## config.mk

```make
export PLATFORM = sky130hd
export DESIGN_NAME = led_fade_pwm_flat
export DESIGN_NICKNAME = d
export VERILOG_FILES = /design/src/rtl/led_fade_pwm_if.sv /design/src/rtl/led_fade_pwm.sv /design/src/flat_wrapper.sv
export SDC_FILE = /design/constraint.sdc
export NUM_CORES = 1
export LEC_CHECK = 0
export ABC_CLOCK_PERIOD_IN_PS = 5400
export CORE_MARGIN = 10
export CORE_UTILIZATION = 70
export CTS_BUF_LIST = sky130_fd_sc_hd__clkbuf_2
export DETAILED_ROUTE_END_ITERATION = 7
export GPL_ROUTABILITY_DRIVEN = 0
export PLACE_DENSITY = 0.91
export SLEW_MARGIN = 0
export SYNTH_ARGS = -nofsm -noshare
export SYNTH_HDL_FRONTEND = slang
export SYNTH_SLANG_ARGS = --single-unit
```

## constraint.sdc

```tcl
create_clock -name clk -period 5.4 [get_ports clk]
set_input_delay 1.35 -clock clk [delete_from_list [all_inputs] [get_ports clk]]
set_output_delay 1.35 -clock clk [all_outputs]
set_load 0.005 [all_outputs]
```

## src/rtl/led_fade_pwm_if.sv

```systemverilog
// Pin-side bundle of the LED fade stage: chaser pattern in, PWM pins and frame marker out.
// The chaser (or a bench) holds the master side; led_fade_pwm holds the slave side.
interface led_fade_pwm_if #(
    parameter int N_LED = 11
);
    logic [N_LED-1:0] led_on;
    logic [N_LED-1:0] ledc;
    logic             frame_start;

    modport master (
        output led_on,
        input  ledc,
        input  frame_start
    );

    modport slave (
        input  led_on,
        output ledc,
        output frame_start
    );
endinterface

```

## src/rtl/led_fade_pwm.sv

```systemverilog
// Per-channel fading PWM driver for the badge LED chaser: lit channels jump to full, unlit ones decay.
// Define LED_FADE_GAMMA_EN to load a square-law corrected duty instead of the linear brightness.
module led_fade_pwm #(
    parameter int N_LED     = 11,
    parameter int PWM_BITS  = 8,
    parameter int FADE_DIV  = 20000,
    parameter int FADE_STEP = 4
) (
    input  logic          clk,
    input  logic          rst_n,
    led_fade_pwm_if.slave bus
);
    localparam int                  DIV_W    = $clog2(FADE_DIV);
    localparam logic [DIV_W-1:0]    DIV_LAST = DIV_W'(FADE_DIV - 1);
    localparam logic [PWM_BITS-1:0] BRI_MAX  = '1;
    localparam logic [PWM_BITS-1:0] STEP     = PWM_BITS'(FADE_STEP);

    logic [DIV_W-1:0]    fdiv;
    logic [PWM_BITS-1:0] pcnt;
    logic                fade_tick;
    logic                wrap;

    logic [PWM_BITS-1:0] bri    [N_LED];
    logic [PWM_BITS-1:0] duty   [N_LED];
    logic [PWM_BITS-1:0] shaped [N_LED];

    logic [N_LED-1:0]    ledc_q;
    logic                frame_q;

    assign fade_tick = (fdiv == DIV_LAST);
    assign wrap      = (pcnt == BRI_MAX);

    always_ff @(posedge clk or negedge rst_n) begin
        if (!rst_n) begin
            fdiv <= '0;
            pcnt <= '0;
        end else begin
            fdiv <= fade_tick ? '0 : fdiv + 1'b1;
            pcnt <= pcnt + 1'b1;
        end
    end

`ifdef LED_FADE_GAMMA_EN
    // Square-law correction: keep the upper half of bri*bri.
    function automatic logic [PWM_BITS-1:0] shape(input logic [PWM_BITS-1:0] b);
        logic [2*PWM_BITS-1:0] sq;
        sq = {{PWM_BITS{1'b0}}, b} * {{PWM_BITS{1'b0}}, b};
        return sq[2*PWM_BITS-1:PWM_BITS];
    endfunction
`else
    function automatic logic [PWM_BITS-1:0] shape(input logic [PWM_BITS-1:0] b);
        return b;
    endfunction
`endif

    always_comb begin
        for (int i = 0; i < N_LED; i++) begin
            shaped[i] = shape(bri[i]);
        end
    end

    // Duty is sampled at wrap from the pre-update brightness, so a coincident
    // fade tick only becomes visible one period later.
    always_ff @(posedge clk or negedge rst_n) begin
        if (!rst_n) begin
            for (int i = 0; i < N_LED; i++) begin
                bri[i]  <= '0;
                duty[i] <= '0;
            end
        end else begin
            for (int i = 0; i < N_LED; i++) begin
                if (bus.led_on[i]) begin
                    bri[i] <= BRI_MAX;
                end else if (fade_tick) begin
                    bri[i] <= (bri[i] >= STEP) ? bri[i] - STEP : '0;
                end
                if (wrap) begin
                    duty[i] <= shaped[i];
                end
            end
        end
    end

    always_ff @(posedge clk or negedge rst_n) begin
        if (!rst_n) begin
            ledc_q  <= '0;
            frame_q <= 1'b0;
        end else begin
            for (int i = 0; i < N_LED; i++) begin
                ledc_q[i] <= (duty[i] > pcnt);
            end
            frame_q <= (pcnt == '0);
        end
    end

    assign bus.ledc        = ledc_q;
    assign bus.frame_start = frame_q;
endmodule

```

## src/flat_wrapper.sv

```systemverilog
// flat-port wrapper written by rule: the top's interface ports become plain ports
module led_fade_pwm_flat 
#(
    parameter int N_LED     = 11,
    parameter int PWM_BITS  = 8,
    parameter int FADE_DIV  = 20000,
    parameter int FADE_STEP = 4
)
  (clk, rst_n, bus_led_on, bus_ledc, bus_frame_start);
  led_fade_pwm_if #(.N_LED(N_LED)) bus_i ();
  input  logic clk;
  input  logic rst_n;
  input wire logic [$bits(bus_i.led_on)-1:0] bus_led_on;
  output wire logic [$bits(bus_i.ledc)-1:0] bus_ledc;
  output wire logic [$bits(bus_i.frame_start)-1:0] bus_frame_start;
  assign bus_i.led_on = bus_led_on;
  assign bus_ledc = bus_i.ledc;
  assign bus_frame_start = bus_i.frame_start;
  led_fade_pwm #(.N_LED(N_LED), .PWM_BITS(PWM_BITS), .FADE_DIV(FADE_DIV), .FADE_STEP(FADE_STEP)) u_core (.clk(clk), .rst_n(rst_n), .bus(bus_i));
endmodule
```

Word level (Yosys, flattened, before mapping)
Cells that the tools add are included.
- add/subtract/negate cells: 13
- $lt $le $gt $ge: 22
- equality and inequality tests: 2
- multiplexer cells: 34
- reductions and logical operators: 12
- operator list (operator ; count):
    $mux 8 ; 33
    $ge 8x3->1 const B ; 11
    $gt 8x8->1 ; 11
    $sub 8x3->8 const B ; 11
    $reduce_bool 2->1 ; 11
    $add 15x1->15 const B ; 1
    $eq 15x15->1 const B ; 1
    $mux 15 ; 1
    $add 8x1->8 const B ; 1
    $eq 8x8->1 const B ; 1
    $logic_not 8->1 ; 1
- register bits after elaboration: 211
- input bits: 13
- output and inout port bits: 12
- logic and storage cells: 109

Logic depth before layout (Yosys ltp)
Gate-level depths: netlist (run 1).
- word-level depth: 4
- gate-level depth with buffers: 8
- depth with buffers taken out: 6

Worst setup path after synthesis (run 1)
Ideal clock, no wire load.
- path type: reg2reg
- from: register u_core.bri[74] in the netlist's numbering
- to: register u_core.bri[72] in the netlist's numbering
- setup time: 0.127 ns
- arrival: 1.891 ns
- data required time: 5.273 ns
- setup slack: 3.382 ns
- cell stages (with the launch flop): 7
- path buffers: 0
- period minus slack after synthesis: 2.018 ns
- path through: dfrtp_1 > inv_1 > ha_1 > or3b_2 > a2111oi_4 > a21oi_1 > or2_2
- longest elaborated chain between the ends: 4
- ends and longest elaborated chain (element ; line ; text):
    from (decl) ; led_fade_pwm.sv:23 ; logic [PWM_BITS-1:0] bri [N_LED];
    from (signal, indexed assignment) ; led_fade_pwm.sv:75 ; bri[i] <= (bri[i] >= STEP) ? bri[i] - STEP : '0;
    $ge 8x3->1 ; led_fade_pwm.sv:75 ;
    $mux 8 ; led_fade_pwm.sv:75 ;
    $mux 8 ; led_fade_pwm.sv:74 ; end else if (fade_tick) begin
    $mux 8 ; led_fade_pwm.sv:72 ; if (bus.led_on[i]) begin
No other way between the ends. The select of a mux whose other input is x is not followed.
A chain may end at the register's enable or synchronous reset.

Worst setup path after layout (run 1)
- from: register u_core.pcnt[0]
- to: register u_core.duty[28] in the netlist's numbering
- longest elaborated chain between the ends: 1
- ends and longest elaborated chain (element ; line ; text):
    from (decl) ; led_fade_pwm.sv:19 ; logic [PWM_BITS-1:0] pcnt;
    from (signal assigned) ; led_fade_pwm.sv:39 ; pcnt <= pcnt + 1'b1;
    $eq 8x8->1 ; led_fade_pwm.sv:31 ; assign wrap = (pcnt == BRI_MAX);
    to (signal, indexed assignment) ; led_fade_pwm.sv:78 ; duty[i] <= shaped[i];
    to (decl) ; led_fade_pwm.sv:24 ; logic [PWM_BITS-1:0] duty [N_LED];
No other way between the ends.

==> out/metrics.csv, run 1 <==
metric,value,unit
status,finished clean,
Die W,142,microns
Hold Path Stages,1,
hold bufs inserted after CTS,0,
Post-Synth Simple-Gate Area,14.15,%
Slew Limit Fails,0,
"slowest stage cell, crit path",dfrtp_1,
CP Max Fanout,48,
Initial DRC Count,581,
grt ovf,0,
final worst path period need,3.121,ns
net count after synthesis,1072,
Final Core Density,75.59,%
Layout area overhead,5.440,%
hold_sp,u_core.bri[32]$_DFFE_PN0P_,
synth warn,0,
Post-Synth Adder-Cell Area,13.57,%
Setup WS pre-CTS,2.329,ns
fraction of layout instances using a drive strength above 1,12.26,%
sequential-to-total area share from yosys stat,45.39,%
mapped cell area,10420,sq um
ys async rst share,100.0,%
CP arrival,3.83,ns
Layout Skew,0.03656,ns
initial antenna violation count,1,
first-pass GRT wire length,35.64,mm
Syn Area/Cell,11.01,sq um
WHS Endpoint,u_core.bri[32]$_DFFE_PN0P_,
clk_lat worst skew,0.81,ns
worst reg2reg path depth,5,
max_cap viols,0,
vias post-DR,7412,
CTS tree,yes,
Fmax,320.4,MHz
Final period util,57.80,%
post-synthesis instance total,946,
Reg-to-Reg End,u_core.duty[28]$_DFFE_PN0N_,
Clock Path Buffers,2,
final setup vio count,0,
Critical Path Start Type,flip-flop,
Synth Area in Compound Gates,12.30,%
I/O Buffers,24,
cell row count,44,
DR vias/cell,6.412,
CP Capture Type,flip-flop,
"CTS clk-pin slew, worst paths",0.27,ns
CTS Sinks,189,
clock root cell,clkbuf_2,
largest net degree at the start of global routing,120,
final worst setup slack,2.279,ns
Synth Area in XOR/XNOR,1.513,%
IO Count,25,
worst reg2reg path startpoint,u_core.pcnt[0]$_DFF_PN0_,
WS Path Type,reg -> reg,
cts bufs inserted,17,
RSZ-0062 raised after global routing,no,
setup TNS,0,ns
relative slew slack,27.98,%
CORE AREA,14530,sq um
Starting Density,71.69,%
post-CTS setup buffer count,0,
DRC,0,
multiplexer area fraction after synthesis,9.307,%
WL/cell,18.01,microns
CTS HTree Levels,4,
Hold WS,0.5386,ns
Worst Path Required,6.11,ns
number of distinct library cells after synthesis,49,
Leakage,4.953,nW
post-route ant nets,0,
vias in the first global route,7379,
hpwl dp,14.01,mm
"Cell Chain, Critical Path",ha_1 -> nand2_1 -> nor2_4 -> buf_4 -> mux2_2,
largest family of logic cells by synthesized area,simple AND/OR/NAND/NOR gates,
Post-synth EDFFs,0,
DR pass1 iterations,5,
"flops & latches, synth",189,
"Primary FF master, synth",dfrtp_1,
Hold Crit Class,reg -> reg,
die span in y,142,microns
pwr dens,193.0,nW/um^2
Register-to-Register Setup Slack,2.28,ns
Least-Margin Pin Slew,1.080,ns
CP bufs+invs,1,
Total Routing Usage GR,21.28,%
PostCTS Resize Cnt,0,
"slowest stage delay, CP",0.78,ns
final WL,20.83,mm
"CP delay by family, top",flip-flops,
peak supply drop,0.0001484,V
NumNets Final,1084,
die area,20160,sq um
"Hold Violations, Final",0,
==> Yosys cell counts (6+ instances only) <==
library cell / instances / share of area, %
a211o_1: 27 / 2.3
nand2b_1: 8 / 0.48
nor2b_1: 11 / 0.66
nand3_1: 13 / 0.62
inv_1: 60 / 2.2
o21a_1: 11 / 0.79
o21ai_0: 43 / 2.1
a21o_1: 7 / 0.50
nor4b_1: 14 / 1.2
dfrtp_1: 189 / 45
nand4_1: 31 / 1.9
a221o_1: 7 / 0.67
nand2_1: 43 / 1.5
nor2_1: 36 / 1.3
and3_1: 6 / 0.36
mux2_2: 71 / 7.7
ha_1: 113 / 14
buf_1: 6 / 0.22
nor4_1: 9 / 0.54
clkbuf_1: 12 / 0.43
xnor2_1: 13 / 1.1
buf_2: 13 / 0.62
mux2i_1: 17 / 1.6
a211oi_1: 7 / 0.50
or4_1: 18 / 1.3
o311ai_0: 10 / 0.84
or3_1: 8 / 0.48
nor3_1: 32 / 1.5
a21oi_1: 50 / 2.4
a31oi_1: 6 / 0.36
nand3b_1: 7 / 0.50
==> through the flow <==
step	total power [mW]	area, sq um	instances
2_1_floorplan	1.450	10420	946
3_3_place_gp	1.490	10770	1123
3_5_place_dp	1.491	10770	1123
4_1_cts	2.140	10980	1155
5_1_grt	2.197	10990	1156
6_report	2.120	10990	1156
==> where the power goes <==
part | switching [mW] | total (mW) | internal [mW]
sequential | 0.00000000000000120 | 1.42 | 1.42
combinational | 0.0366 | 0.0473 | 0.0107
clock | 0.488 | 0.654 | 0.166
==> worst max path at each step <==
| stage | start | endpoint | slack, ns | depth (start not counted) |
|---|---|---|---|---|
| finish | u_core.pcnt[0]$_DFF_PN0_ | u_core.duty[28]$_DFFE_PN0N_ | 2.28 | 5 |
| global route | u_core.pcnt[0]$_DFF_PN0_ | u_core.duty[87]$_DFFE_PN0N_ | 2.15 | 5 |
| CTS | u_core.bus.ledc[6]$_DFF_PN0_ | bus_ledc[6] | 2.28 | 1 |
| detailed placement | u_core.pcnt[0]$_DFF_PN0_ | u_core.duty[50]$_DFFE_PN0N_ | 2.33 | 5 |
| global placement | u_core.pcnt[0]$_DFF_PN0_ | u_core.duty[52]$_DFFE_PN0N_ | 2.42 | 5 |
| floorplan | u_core.bri[74]$_DFFE_PN0P_ | u_core.bri[72]$_DFFE_PN0P_ | 3.38 | 6 |
==> cells by family (layout without fill, tap and decap cells) <==
logic type,count (synthesis),in the layout
adder cells (fa/ha/maj),113,113
other,0,1
multiplexers,88,88
flip-flops,189,189
XOR/XNOR,18,18
buffers and inverters,96,121
AND/OR/NAND/NOR,259,259
AO/OA/AOI/OAI,183,183
==> worst reg2reg max path, cell delays in order (launching register included) <==
cell and delay (ns):
dfrtp_1 0.78, ha_1 0.35, nand2_1 0.12, nor2_4 0.66
buf_4 0.67, mux2_2 0.46
==> registers in the layout, summed over array words and instances, names as in the netlist <==
register	count
u_core.bri	77
u_core.fdiv	15
u_core.pcnt	8
u_core.duty	77
u_core.bus.frame_start	1
u_core.bus.ledc	11
==> layout make-up <==
class	instances	area [sq um]
diodes	1	2.502
clock buffers	18	90.09
clock inverters	14	121.4
fillers	934	3548
inverters	60	225.2
multi-input cells	661	5305
flip-flops and latches	189	4730
well taps	184	230.2
repair buffers	29	281.5
==> layer usage <==
layer  part of all wire, %  global-route usage, %  up-vias
li1                      -                      -     3528
met3                   4.9                  4.406       39
met1                    44                  27.28     3646
met4                   2.0                  7.101        0
met5                     0                      0        -
met2                    49                  35.20      199
==> cell usage in the layout (no fill, tap or decap), drive strengths merged, types with 6 or more instances in the layout <==
master         synthesis  final
a221o                  7      7
nand4                 31     31
or4                   18     18
nor2                  36     36
a211o                 27     27
nor4                   9      9
mux2                  71     71
mux2i                 17     17
or3                    8      8
nor2b                 11     11
o21ai                 45     45
and3                   6      6
dfrtp                189    189
o21a                  11     11
xnor2                 13     13
a21oi                 50     50
ha                   113    113
clkbuf                13     19
a21o                   7      7
nand3                 13     13
nand3b                 7      7
a31oi                  6      6
nor3                  32     32
o311ai                10     10
nand2                 43     43
nor4b                 14     14
a211oi                 7      7
nand2b                 8      8
clkdlybuf4s50          0     23
clkinvlp               0      6
inv                   60     62
No activity file was read; power rests on OpenSTA's default activity.
==> run 2, diff against run 1 <==
--- a/config.mk
+++ b/config.mk
@@ -5,13 +5,13 @@
 export SDC_FILE = /design/constraint.sdc
 export NUM_CORES = 1
 export LEC_CHECK = 0
-export ABC_CLOCK_PERIOD_IN_PS = 5400
+export ABC_CLOCK_PERIOD_IN_PS = 2800
 export CORE_MARGIN = 10
-export CORE_UTILIZATION = 70
+export CORE_UTILIZATION = 58
 export CTS_BUF_LIST = sky130_fd_sc_hd__clkbuf_2
 export DETAILED_ROUTE_END_ITERATION = 7
 export GPL_ROUTABILITY_DRIVEN = 0
-export PLACE_DENSITY = 0.91
+export PLACE_DENSITY = 0.8
 export SLEW_MARGIN = 0
 export SYNTH_ARGS = -nofsm -noshare
 export SYNTH_HDL_FRONTEND = slang
==> constraint.sdc (replaced) <==
create_clock -name clk -period 2.8 [get_ports clk]
set_input_delay 0.7 -clock clk [delete_from_list [all_inputs] [get_ports clk]]
set_output_delay 0.7 -clock clk [all_outputs]
set_load 0.005 [all_outputs]
==> run 2 against run 1 <==
Compared with the run above:
- wire length shrank 0.41%
- combinational power rose by 110%
- critical path depth decreased by 4
- worst hold slack lost 0.098 ns
- global-route usage decreased by 3.7 points
- total power is 110% higher
- utilization shrank 11 points
- non-clock buffer count rose by 8
- critical path type is now reg -> out
- largest cell class unchanged
==> out/metrics.csv, run 2 (synthesized netlist as in run 1, its figures left out) <==
metric,value,unit,change
status,finished clean,,
post-route cell area,11210,sq um,+2.1%
Initial DRC Count,491,,-15%
pwr dens,388.8,nW/um^2,+100%
DP Area,10930,sq um,+1.4%
WS Path Type,reg -> out,,
PostCTS Resize Cnt,0,,unchanged
number of diodes,0,,-1
worst reg2reg path startpoint,u_core.bri[74]$_DFFE_PN0P_,,
Worst Path Required,2.10,ns,-4.01 ns
DR vias/cell,6.046,,-5.7%
Die W,154.0,microns,+8.5%
CP arrival,1.66,ns,-2.17 ns
"CTS clk-pin slew, worst paths",0.27,ns,about the same
Hold WS,0.4403,ns,-0.09826 ns
clock root cell,clkbuf_2,,
CTS HTree Levels,4,,unchanged
NumNets Final,1092,,+0.74%
peak supply drop,0.0004415,V,+200%
fraction of layout instances using a drive strength above 1,12.87,%,+0.61 points
"slowest stage cell, crit path",clkdlybuf4s50_1,,
setup TNS,0,ns,unchanged
Layout Skew,0.03916,ns,+0.002602 ns
vias post-DR,7279,,-1.8%
Clock Path Buffers,2,,unchanged
hpwl dp,14.16,mm,+1.0%
die span in y,154.0,microns,+8.5%
DR pass1 iterations,5,,unchanged
Critical Path Source,u_core.bus.ledc[8]$_DFF_PN0_,,
first-pass GRT wire length,35.11,mm,-1.5%
CP Max Fanout,1,,-98%
Fmax,424.4,MHz,
Least-Margin Pin Slew,0.7212,ns,-0.3591 ns
Critical Path Start Type,flip-flop,,
final setup vio count,0,,unchanged
CP Capture Type,output port,,
Total Routing Usage GR,17.57,%,-3.7 points
clk_lat worst skew,0.75,ns,-0.06 ns
CP bufs+invs,1,,unchanged
grt ovf,0,,unchanged
cell row count,48,,+9.1%
"Cell Chain, Critical Path",clkdlybuf4s50_1,,
initial antenna violation count,0,,-1
post-route ant nets,0,,unchanged
total power,4.360,mW,+110%
most frequent cells in the layout,"dfrtp_1, ha_1, mux2_2, inv_1, a21oi_1",,
RSZ-0062 raised after global routing,no,,
final WL,20.74,mm,-0.41%
cts bufs inserted,17,,unchanged
relative slew slack,51.86,%,+24 points
placed insts,1171,,+4.3%
vias in the first global route,7194,,-2.5%
Register-to-Register Setup Slack,0.56,ns,-1.72 ns
CTS tree,yes,,
Leakage,5.051,nW,+2.0%
Final period util,84.15,%,
filler cell count,1354,,+45%
WL/cell,17.23,microns,-4.4%
"CP delay by family, top",buffers and inverters,,
max_cap viols,0,,unchanged
die area,23720,sq um,+18%
"Hold Violations, Final",0,,unchanged
"commonest non-fill, non-tap cell in the layout",dfrtp_1,,
CORE AREA,17480,sq um,+20%
Starting Density,59.61,%,-12 points
post-route insts no fill,1204,,+4.2%
DRC,0,,unchanged
final worst path period need,2.356,ns,
Slew Limit Fails,0,,unchanged
I/O Buffers,24,,unchanged
Layout area overhead,7.638,%,
IO Count,25,,unchanged
CTS Sinks,189,,unchanged
largest net degree at the start of global routing,78,,-35%
Hold Crit Class,in -> async,,
"slowest stage delay, CP",0.50,ns,-0.28 ns
largest registers,"u_core.bri x77, u_core.duty x77, u_core.fdiv x15",,
-- run 2: cell type report --
cell class                      instances  area (sq um)  area share (%)
Timing Repair Buffer                   37         394.1           3.514
Multi-Input combinational cell        661          5305           47.31
Tap cell                              225         281.5           2.510
Inverter                               60         225.2           2.008
Clock buffer                           18         90.09          0.8033
Clock inverter                         14         188.9           1.685
Sequential cell                       189          4730           42.17
-- run 2: worst paths after layout --
check,cells after the start,endpoint
max in group asynchronous,3,u_core.bri[45]$_DFFE_PN0P_
min in group clk,1,u_core.pcnt[6]$_DFF_PN0_
setup / recovery,1,bus_ledc[8]
hold reg to reg,1,u_core.pcnt[6]$_DFF_PN0_
hold / removal,2,u_core.bus.ledc[8]$_DFF_PN0_
setup reg to reg,6,u_core.bri[72]$_DFFE_PN0P_
-- run 2: per-layer routing --
layer  global-route usage (%)  routed length, microns  vias up
met3                    3.905                     749       14
met4                    3.644                     142        0
li1                         -                       -     3543
met1                    22.42                    9553     3600
met5                        0                       0        -
met2                    29.85                   10290      122
-- run 2: repair_timing --
action,CTS,global route
setup buffers,0,0
endpoints found under the hold margin,56,0
hold buffers,1,0
-- run 2: metrics by stage --
step | setup WS [ns] | utilization [%]
floorplan | 0.7817 | -
CTS | 0.3679 | 64.17
detailed placement | 0.5945 | 62.51
global route | 0.2928 | 64.17
global placement | 0.6575 | 62.51
finish | 0.4439 | 64.17
-- run 2: report_power, final --
group | switching, mW | internal, mW | leakage (nW)
Clock | 0.933 | 0.591 | 0.154
Combinational | 0.0731 | 0.0275 | 2.69
Sequential | 0.00000000000000222 | 2.74 | 2.21
Total | 1.01 | 3.35 | 5.05
